**src/rtl/skewed_act_buffer.sv**
```systemverilog
// Ping-pong activation store: the host fills one bank while the other drains
// into the systolic array, row r delayed by r cycles to form the wavefront.
module skewed_act_buffer #(
  parameter int ROWS   = 4,
  parameter int DWIDTH = 8,
  parameter int DEPTH  = 64,
  localparam int AW = $clog2(DEPTH),
  localparam int RW = $clog2(ROWS)
) (
  input  logic                   clk,
  input  logic                   rst,
  input  logic                   wr_en,
  input  logic [RW-1:0]          wr_row,
  input  logic [AW-1:0]          wr_addr,
  input  logic [DWIDTH-1:0]      wr_data,
  input  logic                   wr_commit,
  input  logic [AW:0]            wr_len,
  input  logic                   start,
  output logic                   busy,
  output logic                   done,
  output logic                   err,
  output logic [1:0]             bank_ready,
  output logic [ROWS-1:0]        o_valid,
  output logic [ROWS*DWIDTH-1:0] o_data
);

  typedef enum logic [1:0] {
    IDLE   = 2'd0,
    STREAM = 2'd1,
    FLUSH  = 2'd2
  } state_t;

  localparam logic [AW:0]   LEN_ONE    = (AW+1)'(1);
  localparam logic [AW:0]   LEN_MAX    = (AW+1)'(DEPTH);
  localparam logic [RW-1:0] FLUSH_DONE = RW'(ROWS-2);
  localparam logic [RW-1:0] FLUSH_END  = RW'(ROWS-1);

  state_t                  state_r;
  logic [AW-1:0]           cnt_r;
  logic [RW-1:0]           fcnt_r;
  logic                    fill_bank_r;
  logic                    drain_bank_r;
  logic [1:0]              bank_ready_r;
  logic [AW:0]             len_r [2];
  logic                    busy_r;
  logic                    done_r;
  logic                    err_r;
  logic [ROWS-1:0]         o_valid_r;
  logic [ROWS*DWIDTH-1:0]  o_data_r;
  logic [ROWS-1:1]         en_pipe_r;
  logic [AW-1:0]           addr_pipe_r [ROWS-1:1];
  logic [DWIDTH-1:0]       mem_r [2][ROWS][DEPTH];

  logic                    fill_free_s;
  logic                    len_ok_s;
  logic                    commit_ok_s;
  logic                    write_ok_s;
  logic                    start_ok_s;
  logic                    stream_last_s;
  logic                    flush_end_s;
  logic [AW:0]             last_addr_s;
  logic [1:0]              set_mask_s;
  logic [1:0]              clr_mask_s;

  assign busy       = busy_r;
  assign done       = done_r;
  assign err        = err_r;
  assign bank_ready = bank_ready_r;
  assign o_valid    = o_valid_r;
  assign o_data     = o_data_r;

  // Qualify host write/commit requests and the drain-side FSM events.
  always_comb begin
    fill_free_s   = ~bank_ready_r[fill_bank_r];
    len_ok_s      = (wr_len >= LEN_ONE) && (wr_len <= LEN_MAX);
    commit_ok_s   = wr_commit && fill_free_s && len_ok_s;
    write_ok_s    = wr_en && fill_free_s;
    start_ok_s    = (state_r == IDLE) && start && bank_ready_r[drain_bank_r];
    last_addr_s   = len_r[drain_bank_r] - LEN_ONE;
    stream_last_s = (state_r == STREAM) && ({1'b0, cnt_r} == last_addr_s);
    flush_end_s   = (state_r == FLUSH) && (fcnt_r == FLUSH_END);
    set_mask_s    = commit_ok_s ? (2'b01 << fill_bank_r) : 2'b00;
    clr_mask_s    = flush_end_s ? (2'b01 << drain_bank_r) : 2'b00;
  end

  // Host write port into the fill bank; storage itself is never reset.
  always_ff @(posedge clk) begin
    if (write_ok_s) begin
      mem_r[fill_bank_r][wr_row][wr_addr] <= wr_data;
    end
  end

  // Bank bookkeeping and the IDLE/STREAM/FLUSH drain sequencer.
  always_ff @(posedge clk or posedge rst) begin
    if (rst) begin
      state_r      <= IDLE;
      cnt_r        <= '0;
      fcnt_r       <= '0;
      fill_bank_r  <= 1'b0;
      drain_bank_r <= 1'b0;
      bank_ready_r <= 2'b00;
      len_r[0]     <= '0;
      len_r[1]     <= '0;
      busy_r       <= 1'b0;
      done_r       <= 1'b0;
      err_r        <= 1'b0;
    end else begin
      err_r        <= wr_commit && !commit_ok_s;
      done_r       <= (state_r == FLUSH) && (fcnt_r == FLUSH_DONE);
      // Commit and completion always target different banks, so both apply.
      bank_ready_r <= (bank_ready_r | set_mask_s) & ~clr_mask_s;
      if (commit_ok_s) begin
        len_r[fill_bank_r] <= wr_len;
        fill_bank_r        <= ~fill_bank_r;
      end
      if (flush_end_s) begin
        drain_bank_r <= ~drain_bank_r;
      end
      case (state_r)
        IDLE: begin
          if (start_ok_s) begin
            state_r <= STREAM;
            busy_r  <= 1'b1;
            cnt_r   <= '0;
          end
        end
        STREAM: begin
          cnt_r <= cnt_r + AW'(1);
          if (stream_last_s) begin
            state_r <= FLUSH;
            fcnt_r  <= '0;
          end
        end
        FLUSH: begin
          fcnt_r <= fcnt_r + RW'(1);
          if (flush_end_s) begin
            state_r <= IDLE;
            busy_r  <= 1'b0;
          end
        end
        default: begin
          state_r <= IDLE;
          busy_r  <= 1'b0;
        end
      endcase
    end
  end

  // Row-enable/address skew pipeline and registered, zero-when-idle read data.
  always_ff @(posedge clk or posedge rst) begin
    if (rst) begin
      o_valid_r <= '0;
      o_data_r  <= '0;
      en_pipe_r <= '0;
      for (int r = 1; r < ROWS; r++) begin
        addr_pipe_r[r] <= '0;
      end
    end else begin
      en_pipe_r[1]   <= (state_r == STREAM);
      addr_pipe_r[1] <= cnt_r;
      for (int r = 2; r < ROWS; r++) begin
        en_pipe_r[r]   <= en_pipe_r[r-1];
        addr_pipe_r[r] <= addr_pipe_r[r-1];
      end
      o_valid_r[0]         <= (state_r == STREAM);
      o_data_r[DWIDTH-1:0] <= (state_r == STREAM) ? mem_r[drain_bank_r][0][cnt_r] : '0;
      for (int r = 1; r < ROWS; r++) begin
        o_valid_r[r]                 <= en_pipe_r[r];
        o_data_r[r*DWIDTH +: DWIDTH] <= en_pipe_r[r] ? mem_r[drain_bank_r][r][addr_pipe_r[r]] : '0;
      end
    end
  end

endmodule
```
**config.mk**
```make
export PLATFORM = sky130hd
export DESIGN_NAME = skewed_act_buffer
export DESIGN_NICKNAME = d
export VERILOG_FILES = /design/src/rtl/skewed_act_buffer.sv
export SDC_FILE = /design/constraint.sdc
export NUM_CORES = 2
export LEC_CHECK = 0
export BUFFER_PORTS_ARGS = -buffer_cell sky130_fd_sc_hd__buf_4
export CORE_ASPECT_RATIO = 1.1
export CORE_MARGIN = 5
export CORE_UTILIZATION = 55
export DETAILED_ROUTE_END_ITERATION = 6
export GPL_ROUTABILITY_DRIVEN = 1
export PLACE_DENSITY = 0.71
export SLEW_MARGIN = 30
export SYNTH_ARGS = -nofsm -noshare
export SYNTH_HDL_FRONTEND = slang
export SYNTH_SLANG_ARGS = --single-unit
```
**constraint.sdc**
```tcl
create_clock -name clk -period 9.8 [get_ports clk]
set_clock_uncertainty 0.15 [all_clocks]
set_input_delay 1.47 -clock clk [delete_from_list [all_inputs] [get_ports clk]]
set_output_delay 1.47 -clock clk [all_outputs]
set_load 0.02 [all_outputs]
```
==> run metrics <==
Tmin final 4.67 ns; Final HPWL DP 251000 µm; post_cts resized 0; Vias/cell 6.65; GRT busiest layer met2; share of layout cells above drive strength 1 21.6%; R2R depth 7; Yosys cell types 76; power share of the clock group 35.8%; Routability Congestion 0.915; post-layout util 61.0%; worst vdd ir 0.261 mV; Final WS setup 5.13 ns; die area 305000 µm²; sequential fraction of design power 47.0%; commonest non-fill, non-tap cells in the layout edfxtp_1, mux4_2, nor2_1; internal reg-to-reg setup slack 5.13 ns; RR Endpoint o_data[9]$_DFF_PP0_; Fin Setup TNS 0 ns; gr usage total 26.8%; hold violation count in the final report 0; htree depth 5; fin area 179000 µm²; Clock Latency Late Sink 0.96 ns; Crit Path Class reg2reg; worst min path class reg2reg; Psw 11.8 mW; Hold Path Stages 0; CP arrival 5.36 ns; Rel. slew slack 23.9%; Post-Syn Nets 7747; dpl cell area 166000 µm²; Total Power 43.1 mW; GR Util met3 6.27%; initial DRC count 10791; drt pass-1 iters 6; number of flops mapped to enable cells by yosys 4096; power per standard cell area 240 nW/µm²; WL final 412000 µm; HP Start addr_pipe_r[10]$_DFF_PP0_; synthesized flop and latch total 4181; post-CTS setup buffer count 0; worst r2r src drain_bank_r$_DFFE_PP0P_; Synth top area share 76.0%; Setup-failing EPs final 0; Layout Nets 7940; area leader, netlist edfxtp_1; RSZ-0062 raised after global routing false; initial antenna violation count 21; hold buffers post-CTS 0; Seq/Total Area, Yosys 77.3%; met1 Use GR 37.0%; io pins 69; post-route ant nets 0; slew at the pin closest to its max-slew limit 1.14 ns; Cell Area, Synth 162000 µm²; Area contributors post-synth edfxtp_1, mux4_2, mux2i_1, nor2_1, dfrtp_1; Setup crit end kind register; Comb pwr share 17.2%; cts bufs inserted 401; DRC 0; GR Layer Usage met2 42.0%; dpl ws 4.90 ns; CP Launch Type register; Leak 54.1 nW; largest net degree at the start of global routing 182; CTS root buffer clkbuf_16; Final Cycle Share 47.6%; clock buffer depth 4; hold path endpoint addr_pipe_r[16]$_DFF_PP0_; Avg Inst Size Synth 21.0 µm²; CP Max Fanout 97; max_cap viols 0; global route total overflow 0; top_reg_cell synth edfxtp_1; Worst EP required 10.49 ns; vias in the first global route 80600; Starting Density 55.1%; Area Growth Syn to Fin 10.8%; Sw Ratio 27.4%; first-pass GRT wire length 591000 µm; FFs w/ async S/R, synth 2.03%; CTS tree yes; Die H 579 µm; Pint 31.3 mW; Synth warnings 0; core outline area 294000 µm²; synthesized instance count 7715; Max Fclk 214 MHz; die width 527 µm; I/O Buffers 68; Clock Pin Slew Worst Setup and Hold Paths 0.07 ns; outcome finished clean; total clock sinks 4181; wire per inst 33.9 µm; most common cell after layout, fill and taps aside edfxtp_1; Final Max Tran Viols 0; vias 80768; std cell rows 209
-- cells by family (layout without fill, tap and decap cells) --
group | count (synthesis) | in the layout | share of synthesized area [%]
multiplexers | 1272 | 1272 | 14.6
flip-flops | 4181 | 4181 | 77.3
buffers and inverters | 455 | 974 | 1.84
other | 0 | 8 | 0
XOR/XNOR | 13 | 13 | 0.0703
AND/OR/NAND/NOR | 961 | 961 | 2.58
adder cells (fa/ha/maj) | 4 | 4 | 0.0309
AO/OA/AOI/OAI | 829 | 829 | 3.66
-- per-stage QoR --
stage,instances,hold slack [ns]
finish,12145,0.289
global route,12139,0.286
CTS,12135,0.281
detailed placement,11406,0.258
global placement,11400,0.232
floorplan,7715,0.199
-- critical path: stages, from the launching register on --
cell      delay (ns)
dfrtp_4         0.95
buf_12          0.44
buf_12          0.61
mux4_2          0.60
mux4_2          0.56
o221ai_1        0.29
a21oi_1         0.19
o41a_1          0.45
-- sequential cells by signal, indices dropped and copies added (netlist names), 2 cells and up --
| signal | cells |
|---|---|
| addr_pipe_r | 18 |
| o_data | 32 |
| o_valid | 2 |
| bank_ready | 2 |
| len_r | 14 |
| cnt_r | 6 |
| fcnt_r | 2 |
| en_pipe_r | 2 |
| state_r | 2 |
| mem_r | 4096 |
-- final cells by class --
cell class | count | area (µm²)
sequential | 4181 | 125000
fill | 19954 | 115000
multi-input combinational | 3079 | 34100
clock buffer | 475 | 10500
tap | 3903 | 4880
clock inverter | 254 | 2550
timing repair buffer | 234 | 2140
inverter | 11 | 46.3
antenna | 8 | 20.0
-- cells in the mapped netlist (all sizes together), types with 8 or more instances --
cell         count
a22oi          234
nor3b           13
dfrtp           85
clkbuf         206
nor4             9
a211oi          53
nor2b           38
o22ai           63
buf            221
and2            18
nand3           23
dlygate4sd1      8
a22o            16
mux2            40
o41a             9
mux4           853
nor3            44
o21ai          108
inv             10
edfxtp        4096
o221ai          51
nor2           578
a221oi         104
nand2b          17
nand2          147
o211ai          22
a21oi          108
mux2i          379
a31oi           11
nand4           33
-- power groups by stage --
stage	registers, mW	clock network [mW]	logic (mW)
after floorplan	20.3	0	4.59
after global placement	20.6	0	7.17
after detailed placement	20.6	0	7.28
after CTS	20.2	15.5	7.32
after global routing	20.3	16.3	7.70
final	20.2	15.4	7.42
-- routing by layer --
layer | part of all wire, % | wire [µm]
met1 | 37 | 151000
met2 | 47 | 195000
met3 | 11 | 44600
met4 | 5.0 | 20500
met5 | 0.016 | 65
-- how the worst max path moves through the flow --
stage / from / endpoint / slack (ns)
2_1_floorplan: rst / addr_pipe_r[0]$_DFF_PP0_ / 5.99
3_3_place_gp: wr_row[0] / mem_r[1][1993]$_DFFE_PP_ / 4.74
3_5_place_dp: drain_bank_r$_DFFE_PP0P_ / o_data[30]$_DFF_PP0_ / 4.90
4_1_cts: drain_bank_r$_DFFE_PP0P_ / o_data[30]$_DFF_PP0_ / 4.89
5_1_grt: drain_bank_r$_DFFE_PP0P_ / o_data[9]$_DFF_PP0_ / 4.85
6_report: drain_bank_r$_DFFE_PP0P_ / o_data[9]$_DFF_PP0_ / 5.13
Note: power is estimated with default switching activity, not from simulation.
